$ cat src/rtl/mem_adaptor_pkg.sv
// Shared types and helpers for the memory adaptor: FSM states, access size
// codes, the size-to-byte-count mapping and the default IO space selector.
package mem_adaptor_pkg;

    typedef enum logic [1:0] {
        ST_IDLE  = 2'd0,
        ST_READ  = 2'd1,
        ST_WRITE = 2'd2,
        ST_RESP  = 2'd3
    } state_t;

    localparam logic [1:0] SZ_BYTE = 2'b00;
    localparam logic [1:0] SZ_HALF = 2'b01;
    localparam logic [1:0] SZ_WORD = 2'b10;

    // addr[17:16] value that marks the UART / IO window
    localparam logic [1:0] IO_SEL_SPACE = 2'b11;

    // Number of bus bytes moved for a given size code (unused code 11 behaves as a word)
    function automatic logic [2:0] size_to_bytes(input logic [1:0] size);
        case (size)
            SZ_BYTE: return 3'd1;
            SZ_HALF: return 3'd2;
            default: return 3'd4;
        endcase
    endfunction

endpackage

$ cat src/rtl/memory_adaptor.sv
// Memory adaptor: serialises instruction-cache fetches and LSB loads/stores
// onto the 8-bit RAM/IO bus, one byte per cycle, and hands back assembled
// little-endian results together with single-cycle done pulses.
module memory_adaptor
    import mem_adaptor_pkg::*;
#(
    parameter int         ADDR_W = 32,
    parameter logic [1:0] IO_SEL = IO_SEL_SPACE
) (
    input  logic              clk_in,
    input  logic              rst_in,
    input  logic              rdy_in,
    input  logic              flush_pipline,
    input  logic              io_buffer_full,
    input  logic [7:0]        mem_din,
    output logic [7:0]        mem_dout,
    output logic [ADDR_W-1:0] mem_a,
    output logic              mem_wr,
    input  logic              request_ins_from_memory_adaptor,
    input  logic [31:0]       insaddr_to_be_fetched_from_memory_adaptor,
    output logic [31:0]       ins_fetched_from_memory_adaptor,
    output logic              insfetch_task_done,
    input  logic              data_request,
    input  logic              data_is_write,
    input  logic [1:0]        data_size,
    input  logic [31:0]       data_addr,
    input  logic [31:0]       data_wdata,
    output logic [31:0]       data_rdata,
    output logic              data_task_done,
    output logic              adaptor_busy
);

    state_t            state_q, state_d;
    logic [2:0]        cnt_q, cnt_d;
    logic [2:0]        nbytes_q, nbytes_d;
    logic              is_ins_q, is_ins_d;
    logic [31:0]       base_q, base_d;
    logic [31:0]       wdata_q, wdata_d;
    logic [31:0]       result_q, result_d;
    logic [31:0]       ins_q, ins_d;
    logic [31:0]       rdata_q, rdata_d;
    logic              pend_ins_q, pend_ins_d;
    logic [31:0]       pend_addr_q, pend_addr_d;
    logic [ADDR_W-1:0] mem_a_q, mem_a_d;
    logic [7:0]        mem_dout_q, mem_dout_d;

    logic [31:0]       cur_addr;
    logic [1:0]        cap_idx;
    logic              io_stall;
    logic              ins_avail;
    logic              accept_ins;
    logic              drive_addr;
    logic              drive_data;
    logic              wr_strobe;
    logic              ins_done;
    logic              data_done;

    // Byte address of the current beat; wraps modulo 2^32
    assign cur_addr  = base_q + {29'd0, cnt_q};
    // Beat k returns the byte requested at beat k-1 (2-bit wrap maps cnt 4 to byte 3)
    assign cap_idx   = cnt_q[1:0] - 2'd1;
    assign io_stall  = (cur_addr[17:16] == IO_SEL) && io_buffer_full;
    // A fetch is serviceable from the latch or straight from this cycle's pulse
    assign ins_avail = !flush_pipline &&
                       (pend_ins_q || request_ins_from_memory_adaptor);

    // Next-state, datapath capture and bus control for the transaction FSM
    always_comb begin
        state_d    = state_q;
        cnt_d      = cnt_q;
        nbytes_d   = nbytes_q;
        is_ins_d   = is_ins_q;
        base_d     = base_q;
        wdata_d    = wdata_q;
        result_d   = result_q;
        ins_d      = ins_q;
        rdata_d    = rdata_q;
        accept_ins = 1'b0;
        drive_addr = 1'b0;
        drive_data = 1'b0;
        wr_strobe  = 1'b0;
        ins_done   = 1'b0;
        data_done  = 1'b0;

        if (rdy_in) begin
            case (state_q)
                ST_IDLE: begin
                    // Data requests win; a fetch waits in the latch meanwhile
                    if (data_request) begin
                        base_d   = data_addr;
                        nbytes_d = size_to_bytes(data_size);
                        is_ins_d = 1'b0;
                        wdata_d  = data_wdata;
                        result_d = 32'd0;
                        cnt_d    = 3'd0;
                        state_d  = data_is_write ? ST_WRITE : ST_READ;
                    end else if (ins_avail) begin
                        base_d     = request_ins_from_memory_adaptor ?
                                     insaddr_to_be_fetched_from_memory_adaptor :
                                     pend_addr_q;
                        nbytes_d   = 3'd4;
                        is_ins_d   = 1'b1;
                        result_d   = 32'd0;
                        cnt_d      = 3'd0;
                        state_d    = ST_READ;
                        accept_ins = 1'b1;
                    end
                end

                ST_READ: begin
                    if (is_ins_q && flush_pipline) begin
                        state_d = ST_IDLE;
                    end else begin
                        if (cnt_q != 3'd0) begin
                            result_d[{cap_idx, 3'b000} +: 8] = mem_din;
                        end
                        if (cnt_q == nbytes_q) begin
                            state_d = ST_RESP;
                            if (is_ins_q) begin
                                ins_d = result_d;
                            end else begin
                                rdata_d = result_d;
                            end
                        end else begin
                            drive_addr = 1'b1;
                            cnt_d      = cnt_q + 3'd1;
                        end
                    end
                end

                ST_WRITE: begin
                    drive_addr = 1'b1;
                    drive_data = 1'b1;
                    // A full UART buffer holds the byte on the bus without strobing
                    if (!io_stall) begin
                        wr_strobe = 1'b1;
                        if (cnt_q == nbytes_q - 3'd1) begin
                            state_d = ST_RESP;
                        end else begin
                            cnt_d = cnt_q + 3'd1;
                        end
                    end
                end

                default: begin
                    // A fetch flushed while its result is being returned is dropped too
                    state_d = ST_IDLE;
                    if (is_ins_q) begin
                        ins_done = !flush_pipline;
                    end else begin
                        data_done = 1'b1;
                    end
                end
            endcase
        end
    end

    // Pending-fetch latch: catches the one-cycle icache pulse until it is serviced
    always_comb begin
        pend_ins_d  = pend_ins_q;
        pend_addr_d = pend_addr_q;
        if (flush_pipline || accept_ins) begin
            pend_ins_d = 1'b0;
        end else if (request_ins_from_memory_adaptor) begin
            pend_ins_d  = 1'b1;
            pend_addr_d = insaddr_to_be_fetched_from_memory_adaptor;
        end
    end

    // Bus outputs: drive the current beat, otherwise hold the last driven value
    always_comb begin
        mem_a_d    = drive_addr ? cur_addr[ADDR_W-1:0] : mem_a_q;
        mem_dout_d = drive_data ? wdata_q[{cnt_q[1:0], 3'b000} +: 8] : mem_dout_q;
    end

    assign mem_a                           = mem_a_d;
    assign mem_dout                        = mem_dout_d;
    assign mem_wr                          = wr_strobe;
    assign insfetch_task_done              = ins_done;
    assign data_task_done                  = data_done;
    assign ins_fetched_from_memory_adaptor = ins_q;
    assign data_rdata                      = rdata_q;
    assign adaptor_busy                    = (state_q != ST_IDLE);

    // State and datapath registers; reset returns straight to IDLE
    always_ff @(posedge clk_in or negedge rst_in) begin
        if (!rst_in) begin
            state_q     <= ST_IDLE;
            cnt_q       <= 3'd0;
            nbytes_q    <= 3'd0;
            is_ins_q    <= 1'b0;
            base_q      <= 32'd0;
            wdata_q     <= 32'd0;
            result_q    <= 32'd0;
            ins_q       <= 32'd0;
            rdata_q     <= 32'd0;
            pend_ins_q  <= 1'b0;
            pend_addr_q <= 32'd0;
            mem_a_q     <= '0;
            mem_dout_q  <= 8'd0;
        end else begin
            state_q     <= state_d;
            cnt_q       <= cnt_d;
            nbytes_q    <= nbytes_d;
            is_ins_q    <= is_ins_d;
            base_q      <= base_d;
            wdata_q     <= wdata_d;
            result_q    <= result_d;
            ins_q       <= ins_d;
            rdata_q     <= rdata_d;
            pend_ins_q  <= pend_ins_d;
            pend_addr_q <= pend_addr_d;
            mem_a_q     <= mem_a_d;
            mem_dout_q  <= mem_dout_d;
        end
    end

endmodule

$ cat config.mk
export PLATFORM = sky130hd
export DESIGN_NAME = memory_adaptor
export DESIGN_NICKNAME = d
export VERILOG_FILES = /design/src/rtl/mem_adaptor_pkg.sv /design/src/rtl/memory_adaptor.sv
export SDC_FILE = /design/constraint.sdc
export NUM_CORES = 1
export LEC_CHECK = 0
export ABC_CLOCK_PERIOD_IN_PS = 8830
export CAP_MARGIN = 10
export CORE_MARGIN = 3
export CORE_UTILIZATION = 55
export DETAILED_ROUTE_END_ITERATION = 7
export PLACE_DENSITY = 0.84
export SYNTH_ARGS = -nofsm -noshare
export SYNTH_HDL_FRONTEND = slang
export SYNTH_SLANG_ARGS = --single-unit
$ cat constraint.sdc
create_clock -name clk_in -period 8.83 [get_ports clk_in]
set_input_delay 1.766 -clock clk_in [delete_from_list [all_inputs] [get_ports clk_in]]
set_output_delay 1.766 -clock clk_in [all_outputs]
set_load 0.05 [all_outputs]
==> results list, run 1 <==
- Die width: 148.7 µm
* Detailed-route DRC error count: 0
- Effective utilization at floorplan: 56.79%
* Cells on Worst Hold Path: 2
* DP Area: 13560 µm²
- Clock tree from TritonCTS: yes
- Count of input and output buffers: 221
* Depth of the critical timing path with buffers and inverters included: 8
- Setup violations remaining at the end of the flow were counted as 0.
- Sequential elements use 54.08% of the synthesized area.
- IR Drop Worst-Case VDD: 0.2155 mV
* Worst-path maximum fanout: 62
- Wire per inst: 18.64 µm
- Worst endpoint data arrival time: 4.61 ns
* Count of antenna diodes in the layout: 0
- The number of antenna violations at the first check in global routing is 0.
- The net count of the finished layout is 1388.
* Hold-fix buffer count after cts: 0
- Cells with a size suffix above 1 make up 10.26% of the layout.
- The first global-routing pass estimated 46090 µm of wire.
- Cell-by-cell trace of the critical path: clkdlybuf4s50_1 > a21boi_1 > and2_1 > o211ai_1 > buf_4 > nand2_1 > o21ai_0 > clkdlybuf4s50_1
- Among the stages of the critical path, the cell type that occurs most often is sky130_fd_sc_hd__clkdlybuf4s50_1.
- Dividing total power by cell area gives a power density of 373.0 nW/µm².
* Number of warning messages in the yosys log: 0
* Number of global-route vias before repair: 8712
- After routing, the total negative slack on setup checks comes to 0 ns.
- Clock Tree Buf Depth: 3
- Total of cells resized after clock tree synthesis: 0
* Global-route usage over all layers: 25.79%
* Cell at the slowest stage of the critical path: sky130_fd_sc_hd__clkdlybuf4s50_1
* Overflow left after global routing: 0
- Clock tree synthesis selected as its root buffer the cell sky130_fd_sc_hd__clkbuf_16.
* Fin crit period: 6.375 ns
- Class of the most critical setup path: input pin to primary output
- Portion of the clock cycle consumed by the worst path in the final layout: 72.19%
* Final hold violation count: 0
* Mapped Nets: 1203
- I/O pin count: 222
- The region available for standard cell placement spans 19720 µm².
* Height of the die: 148.7 µm
- Syn_area_per_cell: 10.43 µm²
* Number of clock sinks: 242
* Stage delay of the slowest cell on the critical path: 0.90 ns
- Post-DP HPWL: 19590 µm
* Routed vias/inst: 5.731
* P&R area growth vs syn: 28.89%
- Clk_lat worst skew: 0.52 ns
- Residual antenna-violating net count after detailed routing: 0
- In this run the tightest slew margin relative to its limit is 33.75%.
- Total setup buffers inserted after CTS: 0
- Final slew viol count: 0
- The synthesized design contains 0 enable-type register cells.
* Starting DRC count in detailed routing: 782
* Worst-case clock skew: 0.01668 ns
* Mapped Cells: 1074
* Cell Area, Synth: 11200 µm²
- Status: completed
- Routed Wire Length: 28750 µm
- Entering global routing, the biggest net connects 133 pins.
* Number of levels in the clock H-tree: 1
* Placer congestion estimate: 0.8337
- Synthesis inferred 242 register bits.
- Die footprint: 22110 µm²
* Type of element launching the critical path: input pin
- Bufs and invs on worst path: 3
- At the pin with the least slew margin, the transition time is 0.9938 ns.
- Static timing analysis puts the maximum clock frequency at 0.1569 GHz.
- Via count of the routed design: 8837
- Number of different library cells in the post-synthesis netlist: 60
- Max-cap violations in this run came to 0.
* Worst min path class: register to register
- CTS clock-pin slew for the worst setup and hold paths: 0.06 ns
- The pre-antenna-repair detailed-routing pass consisted of 6 iterations.
- The number of clock buffers added by TritonCTS is 25.
- Row count: 51
- RSZ-0062 raised after global routing: false
* Depth of the worst register-to-register path: 8
* Total area of multi-input combinational cells: 4826 µm²
* Fill cell total of the finished layout: 1369
- Broken down by cell family, the worst path's largest delay share belongs to buffers and inverters.
- Proportion of register bits with asynchronous set or reset after synthesis: 100.0%
- For this design the static power due to leakage is 6.139 nW.
- Ys flop type: sky130_fd_sc_hd__dfrtp_1
* Storage element area: 6056 µm²
- Summing all non-filler instances in the final layout gives an area of 14430 µm².
- WP data required: 7.06 ns
- The worst setup path is captured at a primary output.
[power by group]
| part | internal (mW) | switching, mW |
|---|---|---|
| combinational | 0.932 | 1.50 |
| sequential | 1.53 | 0.331 |
| clock | 0.658 | 0.428 |
[placed cells by master, fill, tap and decap left out, types with 3 or more instances in the layout]
master / count
sky130_fd_sc_hd__dfrtp_1: 242
sky130_fd_sc_hd__clkdlybuf4s50_1: 218
sky130_fd_sc_hd__nand2_1: 116
sky130_fd_sc_hd__nor2_1: 112
sky130_fd_sc_hd__a21oi_1: 98
sky130_fd_sc_hd__o21ai_0: 92
sky130_fd_sc_hd__a22o_1: 65
sky130_fd_sc_hd__mux2_2: 43
sky130_fd_sc_hd__mux2i_1: 34
sky130_fd_sc_hd__a22oi_1: 32
sky130_fd_sc_hd__clkbuf_16: 25
sky130_fd_sc_hd__xor2_1: 20
sky130_fd_sc_hd__inv_1: 16
sky130_fd_sc_hd__xnor2_1: 16
sky130_fd_sc_hd__nand3_1: 16
sky130_fd_sc_hd__ha_1: 14
sky130_fd_sc_hd__buf_4: 11
sky130_fd_sc_hd__mux4_2: 8
sky130_fd_sc_hd__nand4_1: 8
sky130_fd_sc_hd__clkbuf_8: 6
sky130_fd_sc_hd__nor2b_1: 5
sky130_fd_sc_hd__clkinv_2: 5
sky130_fd_sc_hd__clkbuf_1: 5
sky130_fd_sc_hd__nor3_1: 4
sky130_fd_sc_hd__o21ai_1: 4
sky130_fd_sc_hd__o211ai_1: 3
sky130_fd_sc_hd__and3_1: 3
sky130_fd_sc_hd__or3_1: 3
sky130_fd_sc_hd__bufinv_16: 3
[final cells by class]
type | instances | area share [%]
clock buffers | 36 | 5.036
clock inverters | 9 | 0.8582
inverters | 16 | 0.4161
multi-input cells | 741 | 33.43
flip-flops and latches | 242 | 41.96
well taps | 265 | 2.297
repair buffers | 233 | 16.00
[per-layer routing]
layer	share of wire (%)	track usage, %	vias to the layer above
met3	6.8	4.083	47
li1	-	-	4175
met1	43	37.31	4279
met5	0	0	-
met2	48	40.80	336
met4	2.4	7.483	0
[logic make-up after synthesis]
group	Yosys count	share of synthesized area (%)
compound gates	316	17.74
xor+xnor	36	2.816
fa+ha+maj	15	1.743
buf+inv	91	3.106
flops	242	54.08
mux	87	9.173
simple gates	287	11.34
[Yosys cell counts, drive strengths merged, types with 2 or more instances]
cell,instances,share of area [%]
or2,2,0.13
a21oi,99,4.4
nand4,9,0.56
inv,16,0.54
mux4,8,1.6
a211oi,3,0.25
nand3,16,0.72
nor4,2,0.22
nor2b,5,0.28
dfrtp,242,54
nor2,112,3.8
a21o,3,0.22
a22o,65,5.1
clkbuf,65,2.2
and4,3,0.26
mux2i,34,3.0
a21boi,3,0.20
or3,4,0.27
and3,4,0.23
nor3,6,0.36
nor3b,2,0.18
mux2,45,4.5
nand2,116,3.9
o211ai,3,0.20
buf,10,0.39
and2,2,0.11
xor2,20,1.6
a22oi,32,2.1
ha,14,1.6
xnor2,16,1.3
o21ai,98,4.4
[path summary, 6_finish.rpt]
kind                                                                       from                                              end  slack, ns
worst max-delay path                                              flush_pipline                                        mem_a[17]       2.46
worst min-delay path            ins_fetched_from_memory_adaptor[30]$_DFFE_PN0P_  ins_fetched_from_memory_adaptor[30]$_DFFE_PN0P_       0.48
worst max register to register                             cnt_q[0]$_DFFE_PN0P_                         result_q[10]$_DFFE_PN0P_       4.98
worst min register to register  ins_fetched_from_memory_adaptor[30]$_DFFE_PN0P_  ins_fetched_from_memory_adaptor[30]$_DFFE_PN0P_       0.48
max in group asynchronous                                                rst_in                           base_q[10]$_DFFE_PN0P_       6.09
min in group asynchronous                                                rst_in                       data_rdata[24]$_DFFE_PN0P_       1.37
[flip-flops by register name (all words and copies together), names as in the netlist, 8 cells and up]
| name | cells |
|---|---|
| base_q | 32 |
| mem_a_q | 32 |
| ins_fetched_from_memory_adaptor | 32 |
| wdata_q | 32 |
| data_rdata | 32 |
| mem_dout_q | 8 |
| result_q | 32 |
| pend_addr_q | 32 |
[through the flow]
| stage | hold slack (ns) | total power, mW | instances | worst slack [ns] | utilization, % |
|---|---|---|---|---|---|
| after floorplan | 0.4538 | 3.486 | 1074 | 3.341 | - |
| after global placement | 0.4523 | 4.198 | 1496 | 2.571 | 68.79 |
| after detailed placement | 0.4627 | 4.286 | 1496 | 2.468 | 68.79 |
| after CTS | 0.4763 | 5.398 | 1541 | 2.453 | 73.10 |
| after global routing | 0.4995 | 5.668 | 1542 | 2.008 | 73.20 |
| final | 0.4774 | 5.384 | 1542 | 2.456 | 73.20 |
[worst reg2reg max path: cells and delay by family (launching register included)]
kind	cells	cell delay, ns
compound gates	2	0.34
fa+ha+maj	1	0.30
buf+inv	1	0.28
flops	1	0.98
simple gates	4	1.88
(Power assumes the default switching activity.)
==> run 2, diff against run 1 <==
Settings changed: ABC_CLOCK_PERIOD_IN_PS 8830 to 6500, CORE_UTILIZATION 55 to 52, PLACE_DENSITY 0.84 to 0.8.
Clock period 8.83 ns to 6.5 ns, I/O delays scaled along.
==> results list, run 2 (synthesis gave the netlist of run 1 again) <==
- For the worst-skew pair, the clock arrives at the later sink with an insertion delay of 0.52 ns.
- TritonCTS buffer count: 26
- Net total in the final layout: 1390
* Stage delay of the slowest cell on the critical path: 0.86 ns
- The worst setup path is launched from an input pin.
- In this run, the number of DRC markers left after iteration 0 of detailed routing was 705.
- First drt pass iteration count: 6
* Via count of the routed design: 8802
* Clock root cell: sky130_fd_sc_hd__clkbuf_16
- Once routing completed, OpenROAD measured the worst setup slack at 1.118 ns.
- Routed Wire Length: 28620 µm
* Final slew viol count: 0
* Most frequent standard cell in the layout excluding fill and tap cells: sky130_fd_sc_hd__dfrtp_1
- Cell-by-cell trace of the critical path: clkdlybuf4s50_1 > a21boi_1 > and2_1 > o211ai_1 > buf_4 > nand2_1 > o21ai_0 > clkdlybuf4s50_1
- Derived from the worst setup path, the maximum achievable clock frequency is 0.1858 GHz.
* Final hold violation count: 0
* RSZ-0062 raised after global routing: false
- Die footprint: 23330 µm²
- Compared with the post-synthesis result, the final layout area differs by 29.21%.
- The critical path is of the input pin to primary output type.
* Worst slack at placement: 1.112 ns
* Endpoint of the most critical setup path: mem_a[10]
- Cell at the slowest stage of the critical path: sky130_fd_sc_hd__clkdlybuf4s50_1
- For flop-to-flop paths, the worst setup slack is 3.05 ns.
- The final critical path takes up 82.79% of the cycle.
- Data arrives at the worst endpoint at 4.08 ns.
* Fill cell total of the finished layout: 1583
- The worst-case IR drop observed on VDD is 0.2796 mV.
* Reg-to-Reg Start: cnt_q[0]$_DFFE_PN0P_
- Post-DP HPWL: 19740 µm
* Number of global-route vias before repair: 8511
* Hold-fix buffer count after cts: 0
- After global routing the overflow that remains totals 0.
- Critical path's most frequent cell: sky130_fd_sc_hd__clkdlybuf4s50_1
* Cell family contributing the most delay on the critical path: buffers and inverters
* Final setup violation count: 0
- For this design the top-level I/O count stands at 222.
- Lkg Pwr: 6.146 nW
* Effective utilization at floorplan: 53.10%
- Total power for the finished layout comes to 7.289 mW.
- Row count: 53
* Placer congestion estimate: 0.8459
* Maximum number of pins on one net before global-route repair: 141
* Clock tree from TritonCTS: yes
- After detailed routing, the number of remaining DRC violations is 0.
- After detailed routing, the number of vias per cell comes to 5.660.
- The sequential cells in the finished layout cover a total of 6056 µm².
- Worst min path class: register to register
- In the final routed layout, each cell accounts on average for 18.40 µm.
- For this design the ratio of total power to cell area is 503.8 nW/µm².
- CP startpoint: flush_pipline
- CTS built an H-tree with a depth of 1.
- Max-cap violations in this run came to 0.
- The endpoint identified for the worst register-to-register timing path is result_q[15]$_DFFE_PN0P_.
- Slew margin rel.: 39.30%
- Across every metal layer, demand over resource in global routing totals 23.63%.
- Total setup buffers inserted after CTS: 0
- Leaving out fill and tap cells, the most frequent cells in the layout are sky130_fd_sc_hd__dfrtp_1, sky130_fd_sc_hd__clkdlybuf4s50_1, sky130_fd_sc_hd__nand2_1.
- Bufs and invs on worst path: 3
- At the end of the flow the core is filled with cells to 68.61%.
* Number of clock sinks: 242
- Of all nets on the critical path, the largest fanout is 62.
* Global-route wire length before repair: 45510 µm
* Depth of the critical timing path with buffers and inverters included: 8
* Total of cells resized after clock tree synthesis: 0
- Summing all multi-input logic gate instances after layout gives 4826 µm².
- The detail route stage leaves a number of antenna-violating nets equal to 0.
- At the worst endpoint, the required time is 5.20 ns.
- Accumulated negative setup slack: 0 ns
* Slew at the pin closest to its max-slew limit: 0.9081 ns
- Worst-case clock skew: 0.009163 ns
- Layout cell share with drive strength beyond 1: 10.32%
- Element type at the critical path end: primary output
- Depth of the worst register-to-register path: 9
- Antenna violations before repair: 1
- Final hold analysis gives a worst-case slack of 0.4722 ns.
* Clock Tree Buf Depth: 3
- Placeable Area: 21090 µm²
- Count of input and output buffers: 221
- Status: completed
* Die width: 152.8 µm
* Fin crit period: 5.382 ns
- CTS clock-pin slew for the worst setup and hold paths: 0.06 ns
* Height of the die: 152.8 µm
-- run 2: worst register-to-register path, stage by stage, from the launching register on --
cell                       delay (ns)
sky130_fd_sc_hd__dfrtp_1         0.35
sky130_fd_sc_hd__buf_4           0.32
sky130_fd_sc_hd__inv_1           0.19
sky130_fd_sc_hd__ha_1            0.25
sky130_fd_sc_hd__nand2b_1        0.11
sky130_fd_sc_hd__nand2_1         0.37
sky130_fd_sc_hd__nor4b_2         0.89
sky130_fd_sc_hd__nor2b_1         0.56
sky130_fd_sc_hd__a22o_1          0.22
sky130_fd_sc_hd__a22o_1          0.13
-- run 2: layout make-up --
cell class / instances / share of cell area (%)
tap: 275 / 2.378
clock inverter: 9 / 0.6745
timing repair buffer: 234 / 16.10
sequential: 242 / 41.85
clock buffer: 37 / 5.206
antenna: 1 / 0.01730
inverter: 16 / 0.4151
multi-input combinational: 741 / 33.35
-- run 2: worst min-delay path by stage --
stage	startpoint	end	slack [ns]	cells past startpoint
3_5_place_dp	mem_a_q[31]$_DFF_PN0_	mem_a_q[31]$_DFF_PN0_	0.46	2
5_1_grt	mem_a_q[31]$_DFF_PN0_	mem_a_q[31]$_DFF_PN0_	0.50	2
4_1_cts	mem_a_q[31]$_DFF_PN0_	mem_a_q[31]$_DFF_PN0_	0.48	2
6_report	mem_a_q[31]$_DFF_PN0_	mem_a_q[31]$_DFF_PN0_	0.47	2
3_3_place_gp	mem_a_q[31]$_DFF_PN0_	mem_a_q[31]$_DFF_PN0_	0.45	2
2_1_floorplan	base_q[0]$_DFFE_PN0P_	base_q[0]$_DFFE_PN0P_	0.45	2
-- run 2: metrics by stage --
step                      cells  instance area, µm²
after detailed placement   1507               13600
after CTS                  1553               14450
final                      1555               14470
after global routing       1555               14470
after floorplan            1074               11200
after global placement     1507               13600
-- run 2: layer usage --
layer | vias up | track usage [%] | part of all wire (%)
li1 | 4170 | - | -
met1 | 4307 | 34.10 | 44
met2 | 285 | 38.08 | 48
met3 | 40 | 3.153 | 5.4
met4 | 0 | 6.491 | 2.4
met5 | - | 0 | 0
-- run 2: power by group --
| part | internal, mW | total [mW] | switching, mW |
|---|---|---|---|
| sequential | 2.08 | 2.48 | 0.401 |
| clock | 0.881 | 1.47 | 0.585 |
| combinational | 1.27 | 3.34 | 2.07 |
==> run 3, diff against run 2 <==
Settings changed: ABC_CLOCK_PERIOD_IN_PS 6500 to 5100.
Clock period 6.5 ns to 5.1 ns, I/O delays scaled along.
==> results list, run 3 (synthesis gave the netlist of run 1 again) <==
- Height of the die: 152.8 µm
* Most frequent standard cell in the layout excluding fill and tap cells: sky130_fd_sc_hd__dfrtp_1
- Worst-path maximum fanout: 6
- The floorplan has 53 rows.
- Number of clock sinks: 242
- IR analysis of the VDD net gives a maximum drop of 0.3199 mV.
- CTS placed an instance of sky130_fd_sc_hd__clkbuf_16 at the clock tree root.
* Layout Utilization: 70.17%
- For the final routed database, the setup TNS stands at 0 ns.
- For the pin with the worst max-slew slack, the measured transition is 1.080 ns.
- After detailed routing, the average wire length per cell comes to 18.55 µm.
- The worst pin sits at a relative slew slack of 28.00%.
* First drt pass iteration count: 6
* Lkg Pwr: 6.330 nW
* Residual antenna-violating net count after detailed routing: 0
* I/O pin count: 222
- For hold timing, the worst endpoint is ins_fetched_from_memory_adaptor[15]$_DFFE_PN0P_.
* Placer congestion estimate: 0.8549
- After clock tree synthesis, the clock-pin slew on the worst setup and hold paths is 0.06 ns.
* Post-DP HPWL: 20090 µm
- Cells on Worst Hold Path: 2
* Fill cell total of the finished layout: 1581
- Setup repair after global routing left no endpoint under its margin.
- WP data required: 4.08 ns
* End of the worst register-to-register path: result_q[13]$_DFFE_PN0P_
- Placeable Area: 21090 µm²
- Global routing consumed, over all layers together, 24.24% of the routing resources.
* Ratio of total power to cell area: 654.4 nW/µm²
* Type of element launching the critical path: register
- Maximum number of pins on one net before global-route repair: 144
* Upper clock frequency limit: 0.2225 GHz
- Total setup buffers inserted after CTS: 0
- Clock Tree Buf Depth: 3
* Depth of the worst register-to-register path: 9
- Summed over all layers, the routed wires come to 28970 µm.
* Detailed-route DRC error count: 0
- The startpoint identified for the worst register-to-register timing path is cnt_q[0]$_DFFE_PN0P_.
* Number of levels in the clock H-tree: 1
- The run finished with clean final reports.
- Setup slack closes at 0.6066 ns.
- The tool flagged a number of max-cap violations equal to 0.
* Class of the most critical setup path: register to primary output
- Layout cell share with drive strength beyond 1: 13.37%
- DP Cell Count: 1509
- Setup violations remaining at the end of the flow were counted as 0.
* Via count of the routed design: 8897
* Global-route wire length before repair: 46440 µm
- Summed over all layers, the global routing overflow is 0.
- Total of cells resized after clock tree synthesis: 0
- The die covers 23330 µm².
- Count of input and output buffers: 221
* Clk_lat worst skew: 0.54 ns
- TritonCTS buffer count: 27
* Final hold violation count: 0
- P&R area growth vs syn: 32.13%
* Register-to-register setup slack: 1.68 ns
- The final count of pins violating max slew was 0.
- TritonCTS built the clock tree.
* Worst slack at placement: 0.9104 ns
* Portion of the clock cycle consumed by the worst path in the final layout: 88.11%
- The worst hold path belongs to the class register to register.
* Element type at the critical path end: primary output
- Effective utilization at floorplan: 53.10%
- Net total in the final layout: 1394
* Worst Hold Margin: 0.4778 ns
- The count of cells in the finished layout, fillers not included, comes to 1562.
* Fin crit period: 4.493 ns
- Clock skew on the completed layout was measured at 0.02165 ns.
- Starting DRC count in detailed routing: 681
- The via count of the first global-routing pass was 8716.
- Routed vias/inst: 5.696
- Antenna violations before repair: 1
- Worst endpoint data arrival time: 3.47 ns
- In this run the most critical hold path is launched from ins_fetched_from_memory_adaptor[15]$_DFFE_PN0P_.
* Most frequent cells in the layout: sky130_fd_sc_hd__dfrtp_1, sky130_fd_sc_hd__clkdlybuf4s50_1, sky130_fd_sc_hd__nand2_1
* Die width: 152.8 µm
* Hold-fix buffer count after cts: 0
[run 3: worst max-delay path by stage]
stage,from,endpoint,cells after the start
2_1_floorplan,cnt_q[1]$_DFFE_PN0P_,mem_a[28],9
3_3_place_gp,flush_pipline,mem_a[7],7
3_5_place_dp,rdy_in,mem_dout[2],4
4_1_cts,cnt_q[1]$_DFFE_PN0P_,mem_wr,8
5_1_grt,cnt_q[1]$_DFFE_PN0P_,mem_wr,8
6_report,cnt_q[1]$_DFFE_PN0P_,mem_wr,8
[run 3: cell type report]
| class | count | area [µm²] | area share [%] |
|---|---|---|---|
| Clock inverter | 12 | 146.4 | 0.9893 |
| Clock buffer | 38 | 777.0 | 5.251 |
| Tap cell | 275 | 344.1 | 2.325 |
| Antenna cell | 1 | 2.502 | 0.01691 |
| Inverter | 16 | 60.06 | 0.4059 |
| Multi-Input combinational cell | 741 | 4826 | 32.61 |
| Timing Repair Buffer | 237 | 2585 | 17.47 |
| Sequential cell | 242 | 6056 | 40.93 |
[run 3: worst max-delay path: stages, from the launching register on]
cell                              delay, ns
sky130_fd_sc_hd__dfrtp_1               0.42
sky130_fd_sc_hd__inv_1                 0.13
sky130_fd_sc_hd__fa_1                  0.47
sky130_fd_sc_hd__nor2b_1               0.25
sky130_fd_sc_hd__o2111ai_1             0.20
sky130_fd_sc_hd__mux2i_1               0.17
sky130_fd_sc_hd__nor3b_2               0.51
sky130_fd_sc_hd__nor2_1                0.09
sky130_fd_sc_hd__clkdlybuf4s50_1       0.72
[run 3: per-layer routing]
metal  global-route usage, %  wire length (µm)  vias to the layer above
li1                        -                 -                     4195
met2                   39.73             14170                      301
met1                   34.41             12400                     4360
met4                   5.770               584                        0
met5                       0                 0                        -
met3                   3.834              1815                       41
[run 3: through the flow]
| stage | total power, mW | instance area, µm² |
|---|---|---|
| finish | 9.684 | 14800 |
| global route | 10.19 | 14800 |
| CTS | 9.724 | 14750 |
| detailed placement | 7.708 | 13830 |
| global placement | 7.548 | 13830 |
| floorplan | 6.035 | 11200 |
[run 3: power by group]
part	total, mW	leakage, nW	switching [mW]	internal (mW)
registers	3.17	3.04	0.522	2.65
logic	4.52	2.84	2.70	1.82
clock network	1.99	0.449	0.779	1.21
total	9.68	6.33	4.00	5.69
